[src/rtl/game_flow_ctrl.sv]
// game_flow_ctrl: top-level game sequencer.
// Decodes PS/2 make codes and steps the screen through START, COUNTDOWN, GAME,
// PAUSE and GAME_OVER. Owns the one-second prescaler, the round timer and the
// lives counter. All outputs are registered.
// Optional feature macro: GAME_FLOW_PAUSE_EN (compiles in the PAUSE state and
// the P key). When it is undefined, P is ignored and encoding 3 is unreachable.
module game_flow_ctrl #(
  parameter int unsigned TICK_DIV      = 65_000_000,
  parameter int unsigned COUNTDOWN_SEC = 3,
  parameter int unsigned ROUND_SEC     = 60,
  parameter int unsigned LIVES         = 3
) (
  input  logic        clk,
  input  logic        rst,
  input  logic [15:0] keycode,
  input  logic        key_valid,
  input  logic        player_hit,
  output logic [2:0]  screen,
  output logic [1:0]  countdown,
  output logic [6:0]  time_left,
  output logic [2:0]  lives,
  output logic        game_active,
  output logic        round_start
);

  localparam int unsigned PW = $clog2(TICK_DIV);
  localparam logic [PW-1:0] PRESC_MAX = PW'(TICK_DIV - 1);

  typedef enum logic [2:0] {
    S_START     = 3'd0,
    S_COUNTDOWN = 3'd1,
    S_GAME      = 3'd2,
    S_PAUSE     = 3'd3,
    S_OVER      = 3'd4
  } state_t;

  state_t          state_q, state_d;
  logic [1:0]      countdown_q, countdown_d;
  logic [6:0]      time_left_q, time_left_d;
  logic [2:0]      lives_q, lives_d;
  logic [PW-1:0]   presc_q, presc_d;
  logic            round_start_q, round_start_d;
  logic            game_active_q;

  logic            key_event;
  logic            key_enter;
  logic            key_esc;
  logic            sec_tick;
  logic            round_over;

  // Make-code decode: a byte preceded by F0 is a break code and is ignored.
  always_comb begin
    key_event = key_valid && (keycode[15:8] != 8'hF0);
    key_enter = key_event && (keycode[7:0] == 8'h5A);
    key_esc   = key_event && (keycode[7:0] == 8'h76);
    sec_tick  = (presc_q == PRESC_MAX) &&
                ((state_q == S_COUNTDOWN) || (state_q == S_GAME));
  end

`ifdef GAME_FLOW_PAUSE_EN
  logic key_p;
  // P key decode, only present when pausing is compiled in.
  always_comb begin
    key_p = key_event && (keycode[7:0] == 8'h4D);
  end
`endif

  // Next-state and counter update logic.
  always_comb begin
    state_d       = state_q;
    countdown_d   = countdown_q;
    time_left_d   = time_left_q;
    lives_d       = lives_q;
    presc_d       = presc_q;
    round_start_d = 1'b0;
    round_over    = 1'b0;

    case (state_q)
      S_START: begin
        if (key_enter) begin
          state_d     = S_COUNTDOWN;
          countdown_d = 2'(COUNTDOWN_SEC);
          time_left_d = 7'(ROUND_SEC);
          lives_d     = 3'(LIVES);
          presc_d     = '0;
        end
      end

      S_COUNTDOWN: begin
        presc_d = sec_tick ? '0 : presc_q + 1'b1;
        if (key_esc) begin
          state_d     = S_START;
          countdown_d = '0;
        end else if (sec_tick) begin
          if (countdown_q <= 2'd1) begin
            state_d       = S_GAME;
            countdown_d   = '0;
            presc_d       = '0;
            round_start_d = 1'b1;
          end else begin
            countdown_d = countdown_q - 2'd1;
          end
        end
      end

      S_GAME: begin
        presc_d = sec_tick ? '0 : presc_q + 1'b1;
        // Tick and hit are both applied when they coincide; either reaching 0 ends the round.
        if (sec_tick) begin
          if (time_left_q != '0) time_left_d = time_left_q - 7'd1;
          if (time_left_q <= 7'd1) round_over = 1'b1;
        end
        if (player_hit) begin
          if (lives_q != '0) lives_d = lives_q - 3'd1;
          if (lives_q <= 3'd1) round_over = 1'b1;
        end
        if (key_esc) begin
          state_d = S_START;
        end else if (round_over) begin
          state_d = S_OVER;
`ifdef GAME_FLOW_PAUSE_EN
        end else if (key_p) begin
          state_d = S_PAUSE;
          // Freeze the prescaler where it stood so resume continues mid-second.
          if (!sec_tick) presc_d = presc_q;
`endif
        end
      end

`ifdef GAME_FLOW_PAUSE_EN
      S_PAUSE: begin
        if (key_esc) begin
          state_d = S_START;
        end else if (key_p) begin
          state_d = S_GAME;
        end
      end
`endif

      S_OVER: begin
        if (key_enter) state_d = S_START;
      end

      default: begin
        state_d = S_START;
      end
    endcase
  end

  // State and output registers with synchronous active-high reset.
  always_ff @(posedge clk) begin
    if (rst) begin
      state_q       <= S_START;
      countdown_q   <= '0;
      time_left_q   <= 7'(ROUND_SEC);
      lives_q       <= 3'(LIVES);
      presc_q       <= '0;
      round_start_q <= 1'b0;
      game_active_q <= 1'b0;
    end else begin
      state_q       <= state_d;
      countdown_q   <= countdown_d;
      time_left_q   <= time_left_d;
      lives_q       <= lives_d;
      presc_q       <= presc_d;
      round_start_q <= round_start_d;
      game_active_q <= (state_d == S_GAME);
    end
  end

  assign screen      = state_q;
  assign countdown   = countdown_q;
  assign time_left   = time_left_q;
  assign lives       = lives_q;
  assign game_active = game_active_q;
  assign round_start = round_start_q;

endmodule

[config.mk]
export PLATFORM = sky130hd
export DESIGN_NAME = game_flow_ctrl
export DESIGN_NICKNAME = d
export VERILOG_FILES = /design/src/rtl/game_flow_ctrl.sv
export SDC_FILE = /design/constraint.sdc
export NUM_CORES = 1
export LEC_CHECK = 0
export CAP_MARGIN = 20
export CORE_MARGIN = 2
export CORE_UTILIZATION = 49
export DETAILED_ROUTE_END_ITERATION = 6
export GPL_TIMING_DRIVEN = 1
export HOLD_SLACK_MARGIN = 0.03
export PLACE_DENSITY = 0.73
export SYNTH_ARGS = -nofsm -noshare
export SYNTH_HDL_FRONTEND = slang
export SYNTH_SLANG_ARGS = --single-unit
[constraint.sdc]
create_clock -name clk -period 2.1 [get_ports clk]
set_input_delay 0.42 -clock clk [delete_from_list [all_inputs] [get_ports clk]]
set_output_delay 0.42 -clock clk [all_outputs]
set_load 0.01 [all_outputs]
==> key figures <==
Die
  • Core Box Area: 4820 sq um
  • Initial Utilization: 51.7%
  • Die ar.: 5660 sq um
  • Ports: 37
  • Num rows: 25
  • Die Ht: 75.3 um
  • Die width: 75.3 um

Global route
  • Largest net degree at the start of global routing: 14
  • All-layer global routing usage: 25.5%
  • Gr ovfl total: 0
  • First-pass GRT wire length: 11100 um
  • Initial antenna violation count: 0
  • Vias in the first global route: 2477

Worst setup path
  • Arr. time, crit path: 2.28 ns
  • Reg2reg end: presc_q[25]
  • Crit start category: input pin
  • Required time of the worst setup path: 2.34 ns
  • Crit Path Max Fanout: 7
  • Worst r2r src: presc_q[7]
  • Crit path capture: presc_q[16]
  • Setup CP Type: in -> reg
  • Critical path startpoint: keycode[0]
  • Register-to-register setup slack: 0.08 ns
  • Setup crit end kind: flip-flop
  • FF-to-FF path depth: 7

Routing
  • DR vias/cell: 5.87
  • Wire per inst: 15.5 um
  • Drt drc: 0
  • Vias post-DR: 2605
  • Routed Antenna Nets: 0
  • Drt first pass iters: 5
  • Routed wire length: 6880 um
  • Detailed Route Iter0 Violations: 158

Clock network
  • Worst-path clk slew: 0.08 ns
  • Root Buffer: clkbuf_8
  • Hold buffer count at CTS: 0
  • CTS Buf Count: 5
  • Clock Sinks: 43
  • CTS HTree Levels: 2
  • Clock Tree Buf Depth: 2
  • Worst-Skew Late Latency: 0.29 ns
  • CTS tree: yes

Synth
  • Synth Area in Simple Gates: 29.0%
  • Synth top cells by count: 43 x dfxtp_1, 27 x a21oi_1, 24 x nor2_1
  • Syn Nets: 326
  • Synthesized area per cell: 8.32 sq um
  • Async S/R FF share, synth: 0%
  • Main flop type after synthesis: dfxtp_1
  • Top-count cell post-synth: dfxtp_1
  • Register bit count reported by yosys: 43
  • Post-synthesis compound-gate area fraction: 23.3%
  • EDFF count, synth: 0
  • Unique masters post-synth: 61
  • Multiplexer share of the synthesized area: 1.61%
  • Synth area leader: dfxtp_1
  • Syn. warnings: 0
  • Largest family of logic cells by synthesized area: simple AND/OR/NAND/NOR gates
  • Post-Synth Adder-Cell Area: 3.52%
  • Synth Instances: 299
  • Syn Std Cell Area: 2490 sq um
  • Yosys top cell area share: 34.6%
  • XOR/XNOR Fraction of Synth Area: 2.82%
  • Sequential-to-total area share from yosys stat: 34.6%
  • Ranking of synthesized cells by area: dfxtp_1 35%, a21oi_1 5.4%, nor2_1 3.6%

Timing
  • Finish-stage setup viols: 0
  • Clk_skew: 0.00411 ns
  • Fmax: 0.489 GHz
  • Least-Margin Pin Slew: 0.527 ns
  • Slew margin rel.: 64.5%
  • Final worst setup slack: 0.0552 ns
  • Hold Vio Cnt, Final: 0
  • Tcrit/Tclk final: 97.4%
  • Slew Viols, Final: 0
  • Unrepaired setup endpoints after global routing: true
  • Final min period: 2.04 ns

Pwr
  • Leak: 1.27 nW
  • Maximum VDD drop: 0.328 mV
  • Total power: 1.42 mW
  • Pwr Density: 404 nW/um^2

Placed design
  • Placed insts: 426
  • Worst slack, placed: -0.529 ns
  • PortBufs: 36
  • Dpl hpwl: 4640 um
  • Gpl congestion: 0.812

Layout
  • Share of cells above drive strength 1: 23.9%
  • Antenna diodes: 0
  • Layout area overhead: 41.0%
  • Layout Cells excl Fill: 444
  • Fin util: 72.8%
  • NumNets Final: 403

Outcome
  • Status: finished clean

Run
  • Max-Cap Viols: 0

Min path
  • Hold Crit Class: reg -> reg
## worst min-delay path by stage
| stage | start | endpoint | slack, ns | depth (start not counted) |
|---|---|---|---|---|
| after floorplan | presc_q[5] | presc_q[5] | 0.45 | 2 |
| after global placement | presc_q[5] | presc_q[5] | 0.46 | 2 |
| after detailed placement | presc_q[5] | presc_q[5] | 0.48 | 2 |
| after CTS | presc_q[5] | presc_q[5] | 0.49 | 2 |
| after global routing | presc_q[24] | presc_q[24] | 0.51 | 2 |
| final | presc_q[24] | presc_q[24] | 0.49 | 2 |
## per-layer routing
metal	share of wire, %	GRT usage [%]	up-vias
met5	0	0	-
met3	4.0	4.95	12
met1	44	31.0	1246
met2	50	44.8	59
li1	-	-	1288
met4	1.8	9.16	0
## worst max-delay path, stage by stage
cell and delay (ns):
dlygate4sd2_1 0.23, and4b_1 0.28, o2111ai_2 0.13, buf_4 0.17, o21a_4 0.24, buf_12 0.15, or4_1 0.52, a21oi_2 0.14
## flip-flops by register name (all words and copies together) (netlist names)
register and cells:
time_left 7, game_active 1, round_start 1, lives 3, countdown 2, screen 3
presc_q 26
## what timing repair did
item                                    in CTS  in global routing
gates cloned                                 3                  1
resized for setup                           35                 23
endpoints found under the setup margin      35                 29
setup buffers                                6                  2
pin swaps                                   20                  5
## metrics by stage
step           hold slack, ns  instance area (sq um)  setup TNS, ns
3_5_place_dp            0.477                   3160         -16.76
2_1_floorplan           0.447                   2490              0
6_report                0.492                   3510              0
4_1_cts                 0.490                   3420              0
3_3_place_gp            0.458                   3160         -14.29
5_1_grt                 0.510                   3510        -0.0772
## power breakdown
group          switching (mW)  internal (mW)  total, mW
Clock                   0.280          0.234      0.514
Combinational          0.0399         0.0500     0.0899
Sequential           0.000348          0.815      0.815
## cell type report
type,instances,area [sq um]
Fill cell,401,1310
Sequential cell,43,863
Inverter,15,56.3
Tap cell,67,83.8
Clock buffer,7,76.3
Clock inverter,1,5.00
Timing Repair Buffer,83,807
Multi-Input combinational cell,228,1620
## cell usage in the layout, fill, tap and decap left out, types with 2 or more instances in the layout
master,instances
or4_4,2
or4_1,10
a31o_2,3
dlygate4sd2_1,16
ha_1,7
o31ai_1,9
clkdlybuf4s50_1,20
o2111a_1,3
nand2b_1,3
buf_6,5
a21oi_2,12
clkbuf_1,2
nand3b_1,2
buf_4,36
nor4b_1,2
o21ai_1,2
o211ai_1,4
a21oi_1,15
buf_12,3
nand2_1,19
a2111oi_1,4
nor2_1,23
mux2i_1,4
inv_1,15
xnor2_1,7
nor3_1,9
dfxtp_2,2
nand3_1,9
or3_1,8
buf_16,2
nand4b_1,3
o21ai_0,14
and2_1,6
o21a_1,2
dfxtp_1,41
a22oi_1,2
clkbuf_8,5
nand4_1,8
## cell families after synthesis
family | count (synthesis)
and+or+nand+nor | 123
AOI/OAI and AO/OA | 86
DFF | 43
buffers and inverters | 28
muxes | 4
adders and majority gates | 7
xor gates and xnor gates | 8
(Power assumes the default switching activity.)
==> edit 1 (config.mk and constraints unchanged) <==
The parameter `TICK_DIV` goes from 65_000_000 to 32_500_000.
--- a/src/rtl/game_flow_ctrl.sv
+++ b/src/rtl/game_flow_ctrl.sv
@@ -5,7 +5,7 @@
 // Optional feature macro: GAME_FLOW_PAUSE_EN (compiles in the PAUSE state and
 // the P key). When it is undefined, P is ignored and encoding 3 is unreachable.
 module game_flow_ctrl #(
-  parameter int unsigned TICK_DIV      = 65_000_000,
+  parameter int unsigned TICK_DIV      = 32_500_000,
   parameter int unsigned COUNTDOWN_SEC = 3,
   parameter int unsigned ROUND_SEC     = 60,
   parameter int unsigned LIVES         = 3
Behaviour: no difference found for any inputs over 10 cycles, from zero or initial values and one cycle with rst high; that may be too few to reach the edited logic, so the function may still have changed.
==> edit 1 against the unedited design <==
  * Synthesized area fell by 8.3%
  * Worst setup slack got worse by 0.039 ns
  * Global-route usage shrank 1.0 points
  * Worst hold slack gained 0.00091 ns
  * Design area down 3.9%
  * Die area decreased by 7.9%
  * Via count shrank 6.2%
  * Wire length decreased by 7.4%
  * Non-clock buffer count increased by 2
  * Sequential cell count is 1 lower
  * Total power increased by 18%
  * Core utilization is 3.5 points higher
  * Critical endpoint is now time_left[3]$_SDFFE_PP1P_
  * Largest power group unchanged
==> edit 1: results (changes against the unedited design) <==
[place] pre-CTS WS -0.556 ns [-0.0277 ns]
[place] GP Congestion 0.947 [+17%]
[sta] transition at the pin with the smallest max-transition slack 0.349 ns [-0.177 ns]
[setup_path] maximum fanout along the worst path 6 [-1]
[synth] cell types with the largest area share after synthesis dfxtp_1 (37%), a21oi_1 (5.3%), or4_1 (4.6%)
[synth] distinct cell type count after synthesis 52 [-15%]
[setup_path] arrival time worst endpoint 2.32 ns [+0.04 ns]
[synth] Post-Syn Nets 298 [-8.6%]
[setup_path] slowest cell on the critical path or4b_4
[synth] cell count after synthesis 271 [-9.4%]
[synth] synth cell count leaders dfxtp_1 (42), a21oi_1 (24), o21ai_0 (16), nand3_1 (15), nor2_1 (15)
[power_and_ir_drop] leakage dissipation 1.22 nW [-4.1%]
[finish] nets@finish 382 [-5.2%]
[finish] flip-flop count of the largest register, all copies and words added 25 [-3.8%]
[global_route] number of global-route vias before repair 2,344 [-5.4%]
[run_status] outcome finished clean
[route] via density per instance 5.99 [+2.1%]
[place] HPWL after detailed placement 4380 um [-5.5%]
[route] vias after detailed routing 2,444 [-6.2%]
[power_and_ir_drop] switching part of the total 0.196 [-0.0298]
[route] First-pass DRT Iterations 4 [-1]
[finish] layout cells sized above 1 0.298 [+0.0590]
[route] detailed-route wire length per cell 15.6 um [+0.79%]
[global_route] GRT Total Usage 0.245 [-0.0104]
[route] initial DRC count 100 [-37%]
-- edit 1: cell types whose count changed after synthesis, sizes merged, moves of 4 or more --
| cell | delta |
|---|---|
| a2111oi | -5 |
| and2 | -4 |
| buf | -5 |
| nand2 | -5 |
| nand3 | +5 |
| nor2 | -9 |
| xnor2 | -5 |
-- edit 1: path summary, 6_finish.rpt --
path / startpoint / to / slack (ns) / cells after the start
setup / recovery: presc_q[5]$_SDFFE_PP0P_ / time_left[3]$_SDFFE_PP1P_ / 0.02 / 6
hold / removal: presc_q[23]$_SDFFE_PP0P_ / presc_q[23]$_SDFFE_PP0P_ / 0.49 / 2
setup reg to reg: presc_q[5]$_SDFFE_PP0P_ / time_left[3]$_SDFFE_PP1P_ / 0.02 / 6
hold reg to reg: presc_q[23]$_SDFFE_PP0P_ / presc_q[23]$_SDFFE_PP0P_ / 0.49 / 2
-- edit 1: stage by stage --
stage	TNS (ns)	hold WS, ns	instance area, um^2
2_1_floorplan	0	0.451	2310
3_3_place_gp	-14.28	0.470	3010
3_5_place_dp	-15.94	0.483	3010
4_1_cts	-0.00249	0.497	3210
5_1_grt	-0.179	0.513	3370
6_report	0	0.493	3370
-- edit 1: kinds of logic after synthesis --
logic type	share of synthesized area
DFF	0.369
buffers and inverters	0.0406
AOI/OAI and AO/OA	0.208
and+or+nand+nor	0.316
xor gates and xnor gates	0.0192
muxes	0.00878
adders and majority gates	0.0384
-- edit 1: metal layers --
metal  up-vias  global-route usage  share of wire  wire length (um)
met5         -                   0              0                 0
met3        12              0.0514          0.037               233
met4         0              0.0901          0.019               119
met2        60               0.410           0.50              3210
li1       1201                   -              -                 -
met1      1171               0.310           0.44              2810
-- edit 1: power by group through the flow --
| stage | sequential, mW | combinational, mW | clock [mW] |
|---|---|---|---|
| 3_3_place_gp | 0.819 | 0.0757 | 0 |
| 3_5_place_dp | 0.819 | 0.0769 | 0 |
| 2_1_floorplan | 0.820 | 0.0249 | 0 |
| 4_1_cts | 0.801 | 0.0715 | 0.802 |
| 6_report | 0.800 | 0.0809 | 0.797 |
| 5_1_grt | 0.801 | 0.0869 | 0.840 |
-- edit 1: timing repair --
action,CTS,global route
gates resized for setup,30,33
setup endpoints to repair,37,34
pin swaps,15,20
cloned,1,0
buffers inserted,4,3
hold endpoints to repair,0,0
-- edit 1: area by class of cell --
| type | count | area, um^2 |
|---|---|---|
| fillers | 344 | 1040 |
| well taps | 52 | 65.1 |
| inverters | 13 | 48.8 |
| clock buffers | 6 | 82.6 |
| flip-flops and latches | 42 | 848 |
| clock inverters | 2 | 60.1 |
| repair buffers | 85 | 751 |
| multi-input cells | 208 | 1520 |
==> edit 2 (same flow settings) <==
Without the edit above. Register the output `lives` once more, with the module's reset; this adds one clock of latency there. The other outputs are not delayed to match. Comments in the files are not updated.
--- a/src/rtl/game_flow_ctrl.sv
+++ b/src/rtl/game_flow_ctrl.sv
@@ -171,7 +171,13 @@
   assign screen      = state_q;
   assign countdown   = countdown_q;
   assign time_left   = time_left_q;
-  assign lives       = lives_q;
+  always_ff @(posedge clk) begin
+    if (rst) begin
+      lives <= '0;
+    end else begin
+      lives <= lives_q;
+    end
+  end
   assign game_active = game_active_q;
   assign round_start = round_start_q;
 
Formal check against the unedited RTL: not equivalent (a bounded check fails within 4 cycles, from zero or initial values and one cycle with rst high).
==> edit 2 against the unedited design <==
  * Core utilization down 5.3 points
  * Total power up 12%
  * Synthesized area up 2.5%
  * Sequential cell count up 3
  * Worst setup slack worse by 0.037 ns
  * Design area down 2.2%
  * Clock power up 22%
  * Wire length up 0.96%
  * Highest routed layer unchanged
==> edit 2: results (changes against the unedited design) <==
[run_status] outcome finished clean
[synth] proportion of synthesized chip area in sequential cells 0.361 [+0.0152]
[route] initial DRC count 211 [+34%]
[sta] Peak Freq 0.480 GHz [-1.8%]
[sta] transition at the pin with the smallest max-transition slack 0.495 ns [-0.0317 ns]
[clocking] number of buffers on the longest clock path 2 [unchanged]
[route] Routed Wire Length 6950 um [+0.96%]
[setup_path] depth of the worst register-to-register path 5 [-2]
[synth] share of synthesized area spent on multiplexers 0.0157 [-0.000387]
[synth] distinct cell type count after synthesis 51 [-16%]
[place] Placed Instance Area 3230 um^2 [+2.0%]
[place] HPWL after detailed placement 4820 um [+3.9%]
[route] First-pass DRT Iterations 4 [-1]
[route] via density per instance 5.93 [+1.1%]
[synth] Post-Syn Nets 332 [+1.8%]
[global_route] largest net degree at the start of global routing 26 [+12]
[setup_path] arrival time worst endpoint 2.34 ns [+0.06 ns]
[power_and_ir_drop] switching part of the total 0.231 [+0.00498]
[power_and_ir_drop] Max rail drop VDD 271 uV [-17%]
[sta] hold_ws 0.482 ns [-0.00984 ns]
[global_route] GRT Total Usage 0.244 [-0.0109]
[sta] worst clock skew on the final layout 0.00842 ns [+0.00431 ns]
[synth] Adder-Cell Fraction of Synth Area 0.0343 [-0.000846]
[place] pre-CTS WS -0.547 ns [-0.0187 ns]
[finish] nets@finish 404 [+0.25%]
[global_route] number of global-route vias before repair 2,582 [+4.2%]
[synth] cell types with the largest area share after synthesis dfxtp_1 (36%), a21oi_1 (6.5%), o31ai_1 (5.3%)
[setup_path] worst reg2reg path endpoint time_left[6]$_SDFFE_PP0P_
[power_and_ir_drop] leakage dissipation 1.21 nW [-4.9%]
[setup_path] critical path launch point keycode[2]
[setup_path] reg2reg setup slack 0.11 ns [+0.03 ns]
[finish] filler instances 442 [+10%]
[setup_path] capture point of the worst path time_left[5]$_SDFFE_PP1P_
[synth] parity-gate share of the synthesized area counting xor and xnor cells 0.0137 [-0.0144]
[synth] compound-cell area share of the yosys netlist 0.227 [-0.00610]
[setup_path] maximum fanout along the worst path 5 [-2]
[synth] synth cell count leaders dfxtp_1 (46), a21oi_1 (33), nand2_1 (20), o31ai_1 (18), or4_1 (18)
[place] GP Congestion 0.871 [+7.3%]
[finish] layout cells sized above 1 0.206 [-0.0324]
[clocking] source-to-sink clock delay at the later pin of the worst-skew pair 0.31 ns [+0.02 ns]
edit 2: changes by cell type after synthesis, moves of 4 or more:
cell       change
o31ai_1        +9
nor2_1         -7
or4_1          +7
a21oi_1        +6
nand3_1        +6
and4_1         +5
inv_1          -5
a2111oi_0      -4
and3_1         +4
clkbuf_1       +4
nor3_1         -4
xnor2_1        -4
edit 2: through the flow:
stage	setup TNS [ns]	total power [mW]	cells	util
4_1_cts	0	1.59	446	0.662
3_5_place_dp	-16.58	0.984	434	0.636
2_1_floorplan	-0.328	0.924	305	-
6_report	0	1.59	448	0.676
3_3_place_gp	-14.01	0.982	434	0.636
5_1_grt	-0.335	1.62	448	0.676
edit 2: what timing repair did:
action,4_1_cts,5_1_grt
setup buffers,5,2
gates resized for setup,33,12
hold buffers,0,0
endpoints found under the setup margin,35,13
pin swaps,11,3
edit 2: area by class of cell:
type | count | area share
well taps | 70 | 0.0255
clock buffers | 7 | 0.0281
inverters | 10 | 0.0109
multi-input cells | 235 | 0.468
clock inverters | 1 | 0.00255
flip-flops and latches | 46 | 0.269
repair buffers | 79 | 0.196
edit 2: worst max-delay path, cell delays in order:
cell       delay (ns)
buf_2            0.11
or3b_4           0.42
a2111oi_4        0.38
buf_4            0.21
buf_6            0.12
a21oi_4          0.07
or4_4            0.52
nand3_1          0.09
edit 2: power groups by stage:
stage	sequential [mW]	combinational [mW]	clock (mW)
after detailed placement	0.895	0.0882	0
after floorplan	0.896	0.0275	0
after global routing	0.875	0.0893	0.658
after CTS	0.875	0.0820	0.629
final	0.875	0.0830	0.628
after global placement	0.895	0.0864	0
edit 2: layer usage:
metal	global-route usage	routed length, um
met1	0.308	3150
met2	0.415	3410
met3	0.0474	256
met4	0.0909	135
met5	0	0
